`src/rtl/uart_pkg.sv`:
```
// Shared types and parameter limits for the parametrised UART receiver.
//   rx_state_t : receiver FSM states
//   *_MIN/*_MAX: legal ranges for BAUD_DIV, DATA_BITS and STOP_BITS
package uart_pkg;

  typedef enum logic [2:0] {
    ST_IDLE,
    ST_START,
    ST_DATA,
    ST_PARITY,
    ST_STOP
  } rx_state_t;

  localparam int unsigned BAUD_DIV_MIN  = 16;
  localparam int unsigned DATA_BITS_MIN = 5;
  localparam int unsigned DATA_BITS_MAX = 9;
  localparam int unsigned STOP_BITS_MIN = 1;
  localparam int unsigned STOP_BITS_MAX = 2;

endpackage

```
`src/rtl/uart_baud_timer.sv`:
```
// Bit-period down-counter for the UART receiver.
//   clk       in  system clock
//   sys_rst_n in  asynchronous active-low reset
//   load      in  load strobe, takes priority over counting
//   load_val  in  value loaded on the load strobe
//   expire    out one-cycle pulse, load_val cycles after the load cycle
module uart_baud_timer #(
  parameter int unsigned BAUD_DIV = 2604,
  parameter int unsigned CW       = $clog2(BAUD_DIV + 1)
) (
  input  logic          clk,
  input  logic          sys_rst_n,
  input  logic          load,
  input  logic [CW-1:0] load_val,
  output logic          expire
);

  logic [CW-1:0] cnt_q, cnt_d;

  // Terminal count is 1 so that the pulse lines up with the cycle in which
  // the counter would reach zero; a counter parked at zero never fires.
  assign expire = (cnt_q == CW'(1));

  always_comb begin
    cnt_d = cnt_q;
    if (load) begin
      cnt_d = load_val;
    end else if (cnt_q != '0) begin
      cnt_d = cnt_q - CW'(1);
    end
  end

  always_ff @(posedge clk or negedge sys_rst_n) begin
    if (!sys_rst_n) begin
      cnt_q <= '0;
    end else begin
      cnt_q <= cnt_d;
    end
  end

endmodule

```
`src/rtl/uart_rx_param.sv`:
```
// Parametrised UART receiver: serial line to parallel word with ready/clear
// handshake, optional parity, 1-2 stop bits, parity/framing/overrun flags.
//   clk       in  system clock
//   sys_rst_n in  asynchronous active-low reset
//   uart_rx   in  serial input, idle high, asynchronous to clk
//   clr_rdy   in  consumer acknowledge, clears rdy and overrun
//   rx_data   out last received data word
//   rdy       out rx_data / par_err / frm_err valid
//   par_err   out parity mismatch in the held frame (0 when parity disabled)
//   frm_err   out a stop bit of the held frame was sampled low
//   overrun   out sticky, a frame completed while rdy was still high
//
// state     | meaning
// ----------+-----------------------------------------------------------
// ST_IDLE   | waiting for a high->low edge on the synchronised line
// ST_START  | half a bit in; confirm the start bit is still low
// ST_DATA   | sampling DATA_BITS data bits, LSB first
// ST_PARITY | sampling the parity bit
// ST_STOP   | sampling STOP_BITS stop bits, then publishing the frame
module uart_rx_param
  import uart_pkg::*;
#(
  parameter int unsigned BAUD_DIV   = 2604,
  parameter int unsigned DATA_BITS  = 8,
  parameter int unsigned PARITY_EN  = 0,
  parameter int unsigned PARITY_ODD = 0,
  parameter int unsigned STOP_BITS  = 1
) (
  input  logic                 clk,
  input  logic                 sys_rst_n,
  input  logic                 uart_rx,
  input  logic                 clr_rdy,
  output logic [DATA_BITS-1:0] rx_data,
  output logic                 rdy,
  output logic                 par_err,
  output logic                 frm_err,
  output logic                 overrun
);

  if (BAUD_DIV < BAUD_DIV_MIN) begin : g_bad_baud
    $error("uart_rx_param: BAUD_DIV=%0d below minimum %0d", BAUD_DIV, BAUD_DIV_MIN);
  end
  if (DATA_BITS < DATA_BITS_MIN || DATA_BITS > DATA_BITS_MAX) begin : g_bad_data
    $error("uart_rx_param: DATA_BITS=%0d outside %0d..%0d", DATA_BITS, DATA_BITS_MIN, DATA_BITS_MAX);
  end
  if (STOP_BITS < STOP_BITS_MIN || STOP_BITS > STOP_BITS_MAX) begin : g_bad_stop
    $error("uart_rx_param: STOP_BITS=%0d outside %0d..%0d", STOP_BITS, STOP_BITS_MIN, STOP_BITS_MAX);
  end

  localparam int unsigned CW        = $clog2(BAUD_DIV + 1);
  localparam logic [CW-1:0] T_FULL  = CW'(BAUD_DIV);
  localparam logic [CW-1:0] T_HALF  = CW'(BAUD_DIV / 2);
  localparam logic [3:0] LAST_DATA  = 4'(DATA_BITS - 1);
  localparam logic [3:0] LAST_STOP  = 4'(STOP_BITS - 1);
  localparam logic       PAR_ODD    = 1'(PARITY_ODD);

  // Synchroniser and edge detector; all three idle high so reset never
  // looks like a start edge.
  logic sync1_q, sync2_q, prev_q;
  logic line, line_fall;

  assign line      = sync2_q;
  assign line_fall = prev_q & ~sync2_q;

  always_ff @(posedge clk or negedge sys_rst_n) begin
    if (!sys_rst_n) begin
      sync1_q <= 1'b1;
      sync2_q <= 1'b1;
      prev_q  <= 1'b1;
    end else begin
      sync1_q <= uart_rx;
      sync2_q <= sync1_q;
      prev_q  <= sync2_q;
    end
  end

  logic          tmr_load, tmr_expire;
  logic [CW-1:0] tmr_val;

  uart_baud_timer #(
    .BAUD_DIV (BAUD_DIV)
  ) u_baud_timer (
    .clk       (clk),
    .sys_rst_n (sys_rst_n),
    .load      (tmr_load),
    .load_val  (tmr_val),
    .expire    (tmr_expire)
  );

  rx_state_t            state_q, state_d;
  logic [3:0]           bit_cnt_q, bit_cnt_d;
  logic [DATA_BITS-1:0] shift_q, shift_d;
  logic                 par_bad_q, par_bad_d;
  logic                 frm_q, frm_d;
  logic                 frame_done;

  always_comb begin
    state_d    = state_q;
    bit_cnt_d  = bit_cnt_q;
    shift_d    = shift_q;
    par_bad_d  = par_bad_q;
    frm_d      = frm_q;
    tmr_load   = 1'b0;
    tmr_val    = T_FULL;
    frame_done = 1'b0;

    case (state_q)
      ST_IDLE: begin
        if (line_fall) begin
          state_d   = ST_START;
          tmr_load  = 1'b1;
          tmr_val   = T_HALF;
          bit_cnt_d = '0;
          par_bad_d = 1'b0;
          frm_d     = 1'b0;
        end
      end
      ST_START: begin
        if (tmr_expire) begin
          if (!line) begin
            state_d  = ST_DATA;
            tmr_load = 1'b1;
          end else begin
            state_d = ST_IDLE;
          end
        end
      end
      ST_DATA: begin
        if (tmr_expire) begin
          shift_d  = {line, shift_q[DATA_BITS-1:1]};
          tmr_load = 1'b1;
          if (bit_cnt_q == LAST_DATA) begin
            bit_cnt_d = '0;
            state_d   = (PARITY_EN != 0) ? ST_PARITY : ST_STOP;
          end else begin
            bit_cnt_d = bit_cnt_q + 4'd1;
          end
        end
      end
      ST_PARITY: begin
        if (tmr_expire) begin
          par_bad_d = (line != ((^shift_q) ^ PAR_ODD));
          tmr_load  = 1'b1;
          state_d   = ST_STOP;
        end
      end
      ST_STOP: begin
        if (tmr_expire) begin
          if (!line) begin
            frm_d = 1'b1;
          end
          if (bit_cnt_q == LAST_STOP) begin
            frame_done = 1'b1;
            bit_cnt_d  = '0;
            state_d    = ST_IDLE;
          end else begin
            bit_cnt_d = bit_cnt_q + 4'd1;
            tmr_load  = 1'b1;
          end
        end
      end
      default: begin
        state_d = ST_IDLE;
      end
    endcase
  end

  always_ff @(posedge clk or negedge sys_rst_n) begin
    if (!sys_rst_n) begin
      state_q   <= ST_IDLE;
      bit_cnt_q <= '0;
      shift_q   <= '0;
      par_bad_q <= 1'b0;
      frm_q     <= 1'b0;
    end else begin
      state_q   <= state_d;
      bit_cnt_q <= bit_cnt_d;
      shift_q   <= shift_d;
      par_bad_q <= par_bad_d;
      frm_q     <= frm_d;
    end
  end

  // Output registers. frm_d already folds in the last stop sample.
  // Completion beats a simultaneous clr_rdy, and that clr_rdy then leaves
  // overrun alone.
  logic [DATA_BITS-1:0] rx_data_q, rx_data_d;
  logic                 rdy_q, rdy_d;
  logic                 par_err_q, par_err_d;
  logic                 frm_err_q, frm_err_d;
  logic                 overrun_q, overrun_d;

  always_comb begin
    rx_data_d = rx_data_q;
    rdy_d     = rdy_q;
    par_err_d = par_err_q;
    frm_err_d = frm_err_q;
    overrun_d = overrun_q;
    if (frame_done) begin
      rx_data_d = shift_q;
      par_err_d = (PARITY_EN != 0) ? par_bad_q : 1'b0;
      frm_err_d = frm_d;
      rdy_d     = 1'b1;
      if (rdy_q) begin
        overrun_d = 1'b1;
      end
    end else if (clr_rdy && rdy_q) begin
      rdy_d     = 1'b0;
      overrun_d = 1'b0;
    end
  end

  always_ff @(posedge clk or negedge sys_rst_n) begin
    if (!sys_rst_n) begin
      rx_data_q <= '0;
      rdy_q     <= 1'b0;
      par_err_q <= 1'b0;
      frm_err_q <= 1'b0;
      overrun_q <= 1'b0;
    end else begin
      rx_data_q <= rx_data_d;
      rdy_q     <= rdy_d;
      par_err_q <= par_err_d;
      frm_err_q <= frm_err_d;
      overrun_q <= overrun_d;
    end
  end

  assign rx_data = rx_data_q;
  assign rdy     = rdy_q;
  assign par_err = par_err_q;
  assign frm_err = frm_err_q;
  assign overrun = overrun_q;

endmodule

```
`config.mk`:
```
export PLATFORM = sky130hd
export DESIGN_NAME = uart_rx_param
export DESIGN_NICKNAME = d
export VERILOG_FILES = /design/src/rtl/uart_pkg.sv /design/src/rtl/uart_baud_timer.sv /design/src/rtl/uart_rx_param.sv
export SDC_FILE = /design/constraint.sdc
export NUM_CORES = 1
export LEC_CHECK = 0
export ABC_AREA = 1
export BUFFER_PORTS_ARGS = -buffer_cell sky130_fd_sc_hd__buf_2
export CORE_MARGIN = 3
export CORE_UTILIZATION = 45
export DETAILED_ROUTE_END_ITERATION = 6
export HOLD_SLACK_MARGIN = 0.05
export PLACE_DENSITY = 0.69
export SLEW_MARGIN = 20
export SYNTH_ARGS = -nofsm -noshare
export SYNTH_HDL_FRONTEND = slang
export SYNTH_SLANG_ARGS = --single-unit
```
`constraint.sdc`:
```
create_clock -name clk -period 1.5 [get_ports clk]
set_input_delay 0.225 -clock clk [delete_from_list [all_inputs] [get_ports clk]]
set_output_delay 0.225 -clock clk [all_outputs]
set_load 0.01 [all_outputs]
```
==> impl_metrics.py, run 1 <==
metrics = {
    "synth": {
        "synth_area_leader_cell": "dfrtp_1",
        "async_reset_ff_share_pct": 100,
        "yosysSeqAreaShare_pct": 47.5,
        "syn_nets": 264,
        "yosys_warnings": 0,
        "yosysTopAreaCellShare_pct": 43.9,
        "synth.most_common_cell": "nand2_1",
        "ys_ff_latch": 42,
        "yosys-top-cells-count": "nand2_1, dfrtp_1, inv_1, nor2_1, o21ai_0",
        "syn_avg_cell_area_sq_um": 8.68,
        "synth-edff-count": 0,
        "syn_inst": 256,
        "ys_types": 32,
        "synth-main-ff-cell": "dfrtp_1",
        "synth_area_leaders": "dfrtp_1, nand2_1, inv_1",
        "syn_area_sq_mm": 0.00222,
    },
    "clock_network": {
        "root_buffer": "clkbuf_8",
        "numCtsBuffers": 5,
        "cts.sinks": 42,
        "ctsLongestPathBuffers": 2,
        "clock_latency_ps": 300,
        "cts_tree": "yes",
        "cts.reportedPaths.clkPinSlew_ps": 80,
        "h-tree-depth": 2,
    },
    "detailed_routing": {
        "vias": 1821,
        "viasPerCell": 4.88,
        "firstDrtPassIters": 4,
        "drt_wl_total_um": 5020,
        "drcViolationCount": 0,
        "avgRoutedWirePerCell_um": 13.5,
        "drtIter0Drc": 122,
        "drtAntennaViolNets": 0,
    },
    "layout": {
        "diodes": 0,
        "seq_area_sq_mm": 0.00106,
        "area_growth_pct": 32.3,
        "n_fill_cell": 363,
        "multi_input_area_sq_mm": 0.00119,
        "finalNonFillerCells": 373,
        "nNetsFinal": 315,
        "drive_above_1_share_pct": 42.5,
    },
    "power_and_ir_drop": {
        "power_frac_comb_pct": 44.6,
        "p_seq_share_pct": 36.1,
        "power_w": 0.00415,
        "p_int_w": 0.00247,
        "switching_share_pct": 40.4,
        "power.density_mw_per_mm2": 1410,
        "p_sw_w": 0.00168,
        "max-vdd-ir-drop_v": 0.000901,
        "p_leak_nw": 1.50,
        "clock_power_share_pct": 19.3,
    },
    "timing": {
        "final_max_slew_viol_count": 0,
        "period_needed_ps": 1540,
        "setup_slack_ps": -36.5,
        "layout_worst_path_cycle_share_pct": 102,
        "setup_violations": 11,
        "finClkSkew_ps": 4.84,
        "max_freq_ghz": 0.651,
        "hold_viol": 0,
        "rsz0062_at_grt": "yes",
        "final.setup.tns_ps": -157,
        "holdWs_ps": 136,
    },
    "floorplanning": {
        "fp.dieW_um": 76.3,
        "die_area_sq_mm": 0.00582,
        "die_h_um": 76.3,
        "num_rows": 24,
        "pin_count": 16,
        "initial_utilization_pct": 48.7,
        "core_region_area_sq_mm": 0.00456,
    },
    "global_routing": {
        "antenna_found_initial": 0,
        "first_global_vias": 1692,
        "grt_overflow": 0,
        "grt_max_degree": 19,
        "grt_pass1_wl_um": 7920,
        "grt_use_total_pct": 17.0,
    },
    "outcome": {
        "violations": "setup timing",
        "status": "complete, but fails checks",
    },
    "critical_path": {
        "crit_type": "reg -> reg",
        "end_kind": "register",
        "rrSetupSlack_ps": -40,
        "critical_path_buf_inv_count": 2,
        "crit_path_start_kind": "register",
        "cpLargestDelayFamily": "simple AND/OR/NAND/NOR gates",
        "max_stage_delay_ps": 440,
        "crit_chain": "nor2_4 > buf_12 > nand3_4 > nor2_8 > nand4_4 > clkbuf_16 > nand2_4 > o21ai_2",
        "cp_max_fo": 6,
        "worstPathArrival_ps": 1740,
        "cpMaxStageDelayCell": "dfrtp_2",
        "crit_required_ps": 1700,
    },
    "placement": {
        "gp_congestion": 0.892,
        "portBuffers": 14,
        "dp_hpwl_um": 3280,
        "pre_cts_slack_ps": -79.5,
        "dp_cells": 347,
    },
    "job": {
        "cap_violations": 0,
    },
    "hold_path": {
        "worstHoldPathType": "in -> reg",
    },
}
[power by group through the flow]
stage                     Combinational [W]  Sequential (W)  Clock [W]
after global placement              0.00135         0.00148          0
final                               0.00185         0.00150   0.000802
after CTS                           0.00145         0.00146   0.000813
after floorplan                    0.000991         0.00149          0
after global routing                0.00206         0.00152   0.000865
after detailed placement            0.00138         0.00148          0
[worst paths after layout]
| path | from | end | depth (start not counted) |
|---|---|---|---|
| min reg2reg | sync1_q$_DFF_PN1_ | line$_DFF_PN1_ | 0 |
| min in group asynchronous | sys_rst_n | u_baud_timer.cnt_q[6]$_DFFE_PN0P_ | 2 |
| max | u_baud_timer.cnt_q[3]$_DFFE_PN0P_ | rx_data[2]$_DFFE_PN0P_ | 8 |
| max in group asynchronous | sys_rst_n | shift_q[5]$_DFFE_PN0P_ | 3 |
| max reg2reg | u_baud_timer.cnt_q[3]$_DFFE_PN0P_ | rx_data[2]$_DFFE_PN0P_ | 8 |
| min | clr_rdy | rdy$_DFFE_PN0P_ | 2 |
[sequential cells by signal (all words and copies together), names as in the netlist, 3 cells and up]
name and count:
bit_cnt_q 4, rx_data 8, shift_q 8, state_q 3, u_baud_timer.cnt_q 12
[area by class of cell]
class	count	share of cell area (%)
inverter	31	4.00
clock inverter	2	0.553
timing repair buffer	47	13.5
multi-input combinational	180	40.4
tap	65	2.77
clock buffer	6	2.81
sequential	42	36.0
[cells in the final DEF, fill, tap and decap left out, types with 2 or more instances in the layout]
cell type      count
a21oi_1            3
buf_12             3
buf_2             14
buf_4             22
buf_6              5
clkbuf_8           6
dfrtp_1           36
dfrtp_2            3
dfstp_2            3
dlygate4sd3_1      2
ha_2               2
inv_1             23
inv_2              7
nand2_1           56
nand2_2           15
nand2_4            9
nand3_1           11
nand3_2            3
nand4_1            4
nor2_1            16
nor2_2             4
nor2_4             8
nor2_8             2
nor3_2             5
o21ai_0            7
o21ai_1            7
o21ai_2            9
xnor2_1            3
xor2_1             3
[metrics by stage]
step	instance area (sq um)	utilization, %
final	2940	64.4
after global routing	2940	64.4
after floorplan	2220	-
after CTS	2660	58.3
after global placement	2470	54.2
after detailed placement	2470	54.2
[what timing repair did]
action / CTS / global route
hold buffers: 2 / 0
endpoints found under the setup margin: 17 / 36
pin swaps: 2 / 13
gates cloned: 0 / 1
setup buffers: 7 / 8
hold endpoints to repair: 14 / 0
gates resized for setup: 2 / 59
[worst register-to-register path: stages, from the launching register on]
cell and delay, ps:
dfrtp_2 440, nor2_4 190, buf_12 130, nand3_4 80, nor2_8 170, nand4_4 140, clkbuf_16 200, nand2_4 50
o21ai_2 40
[layer usage]
layer  wire length [um]  vias to the layer above  share of wire (%)  GRT usage [%]
met5                  0                        -                  0              0
met1               2330                      875                 46           24.0
met2               2490                       27                 50           26.0
li1                   -                      913                  -              -
met4                 78                        0                1.6           5.98
met3                132                        6                2.6           3.55
[logic make-up (layout without fill, tap and decap cells)]
| logic type | after synthesis | count (layout) | synth area share, % |
|---|---|---|---|
| and+or+nand+nor | 137 | 137 | 32.3 |
| AOI/OAI and AO/OA | 32 | 32 | 9.07 |
| other | 1 | 1 | 0.169 |
| xor gates and xnor gates | 6 | 6 | 2.37 |
| buffers and inverters | 34 | 86 | 6.42 |
| DFF | 42 | 42 | 47.5 |
| adders and majority gates | 4 | 4 | 2.25 |
Power figures use the tool's default switching activity.
==> run 2: changes to the inputs <==
Settings changed: CORE_ASPECT_RATIO from default to 1.5, GPL_ROUTABILITY_DRIVEN from default to 0, SETUP_SLACK_MARGIN from default to 0.3.
==> impl_metrics.py, run 2 (synthesized netlist as in run 1, its figures left out) <==
metrics = {
    "outcome": {
        "status": "finished, final reports clean",
    },
    "global_routing": {
        "grt_overflow": 0,
        "antenna_found_initial": 0,
        "grt_use_total_pct": 19.8,
        "use_met2_pct": 37.9,
        "grt_max_degree": 26,
        "use_met3_pct": 3.19,
        "grt-busiest-layer": "met2",
        "first_global_vias": 2066,
        "grt_pass1_wl_um": 9040,
        "use_met1_pct": 19.8,
    },
    "timing": {
        "rsz0062_at_grt": "yes",
        "setup_violations": 0,
        "finClkSkew_ps": 8.15,
        "layout_worst_path_cycle_share_pct": 99.7,
        "final.setup.tns_ps": 0,
        "max_freq_ghz": 0.669,
        "setup_slack_ps": 5.24,
        "hold_viol": 0,
        "period_needed_ps": 1490,
        "final_max_slew_viol_count": 0,
    },
    "layout": {
        "area_growth_pct": 45.8,
        "mostFrequentLayoutCell": "nand2_1",
        "largest_reg_flops": 12,
        "diodes": 0,
        "regMostFlops": "u_baud_timer.cnt_q",
        "n_fill_cell": 355,
        "final_util_pct": 69.6,
        "final_area_sq_mm": 0.00324,
        "nNetsFinal": 323,
        "drive_above_1_share_pct": 51.6,
        "final_cell_mix": "nand2_1, dfrtp_1, buf_4",
    },
    "critical_path": {
        "crit_required_ps": 1690,
        "r2r_cells": 9,
        "cp_max_fo": 6,
        "worstPathArrival_ps": 1680,
        "crit_path_start_kind": "register",
        "end_kind": "register",
        "crit_type": "reg -> reg",
    },
    "floorplanning": {
        "die_area_sq_mm": 0.00583,
        "num_rows": 30,
        "die_h_um": 92.1,
        "core_region_area_sq_mm": 0.00465,
        "pin_count": 16,
        "fp.dieW_um": 63.4,
        "initial_utilization_pct": 47.7,
    },
    "clock_network": {
        "cts_tree": "yes",
        "cts.reportedPaths.clkPinSlew_ps": 90,
        "h-tree-depth": 2,
        "root_buffer": "clkbuf_8",
        "ctsLongestPathBuffers": 2,
        "clock_latency_ps": 300,
        "numCtsBuffers": 5,
        "cts.sinks": 42,
    },
    "detailed_routing": {
        "vias": 1943,
        "avgRoutedWirePerCell_um": 15.1,
        "firstDrtPassIters": 6,
        "drt_wl_total_um": 5730,
        "viasPerCell": 5.11,
        "drtAntennaViolNets": 0,
        "drcViolationCount": 0,
        "drtIter0Drc": 78,
    },
    "hold_path": {
        "worstHoldPathType": "in -> reg",
        "holdPathStages": 2,
    },
    "power_and_ir_drop": {
        "max-vdd-ir-drop_v": 0.000754,
        "p_leak_nw": 1.61,
        "power.density_mw_per_mm2": 1460,
        "power_w": 0.00474,
    },
    "placement": {
        "pre_cts_slack_ps": -31.9,
        "dp_hpwl_um": 3770,
        "portBuffers": 14,
        "placed_area_sq_mm": 0.00260,
    },
    "job": {
        "cap_violations": 0,
    },
}
==> run 2: changes by cell type in the layout (fill, tap and decap cells not counted), sizes merged <==
cell,before,now
clkinv,1,2
clkbuf,7,6
inv,31,30
buf,44,52
bufinv,0,2
clkinvlp,1,0
==> run 2: final cells by class <==
type	instances	area (sq um)	share of cell area (%)
clock buffer	5	68.8	2.12
clock inverter	3	68.8	2.12
inverter	31	124	3.82
multi-input combinational	180	1390	42.8
sequential	42	1060	32.7
tap	64	80.1	2.47
timing repair buffer	55	453	14.0
==> run 2: final timing paths <==
path | start | to | slack, ps
max | u_baud_timer.cnt_q[1]$_DFFE_PN0P_ | shift_q[5]$_DFFE_PN0P_ | 5
min | clr_rdy | rdy$_DFFE_PN0P_ | 110
max reg2reg | u_baud_timer.cnt_q[1]$_DFFE_PN0P_ | shift_q[5]$_DFFE_PN0P_ | 5
min reg2reg | sync1_q$_DFF_PN1_ | line$_DFF_PN1_ | 360
max in group asynchronous | sys_rst_n | sync1_q$_DFF_PN1_ | 540
min in group asynchronous | sys_rst_n | u_baud_timer.cnt_q[3]$_DFFE_PN0P_ | 400
==> run 2: metrics by stage <==
| stage | instances | hold WS [ps] |
|---|---|---|
| 6_report | 380 | 112 |
| 5_1_grt | 380 | 113 |
| 4_1_cts | 373 | 135 |
| 3_5_place_dp | 354 | 192 |
| 3_3_place_gp | 354 | 190 |
| 2_1_floorplan | 256 | -70.6 |
==> run 2: worst max-delay path, cell delays in order, from the launching register on <==
cell and delay, ps:
dfrtp_1 400, inv_2 90, ha_4 160, nand2_2 70
nor2_4 130, nand2_4 100, nor2_4 190, inv_2 90
nand2_1 80, o21ai_1 70
==> run 2: metal layers <==
layer	share of wire (%)	wire, um
met1	35	2000
met2	58	3350
met3	2.1	119
met4	4.6	263
met5	0	0
==> run 2: repair_timing <==
item / in CTS / in global routing
cloned: 0 / 1
buffers inserted: 9 / 6
gates resized for setup: 28 / 67
hold buffers: 2 / 0
pin swaps: 8 / 18
endpoints found under the hold margin: 16 / 0
endpoints found under the setup margin: 39 / 39
==> run 2: report_power, final <==
group          switching [W]  leakage (nW)  internal (W)  total (W)
registers           0.000190         0.545       0.00131    0.00150
clock network       0.000418        0.0683      0.000667    0.00108
logic                0.00125         0.994      0.000911    0.00216
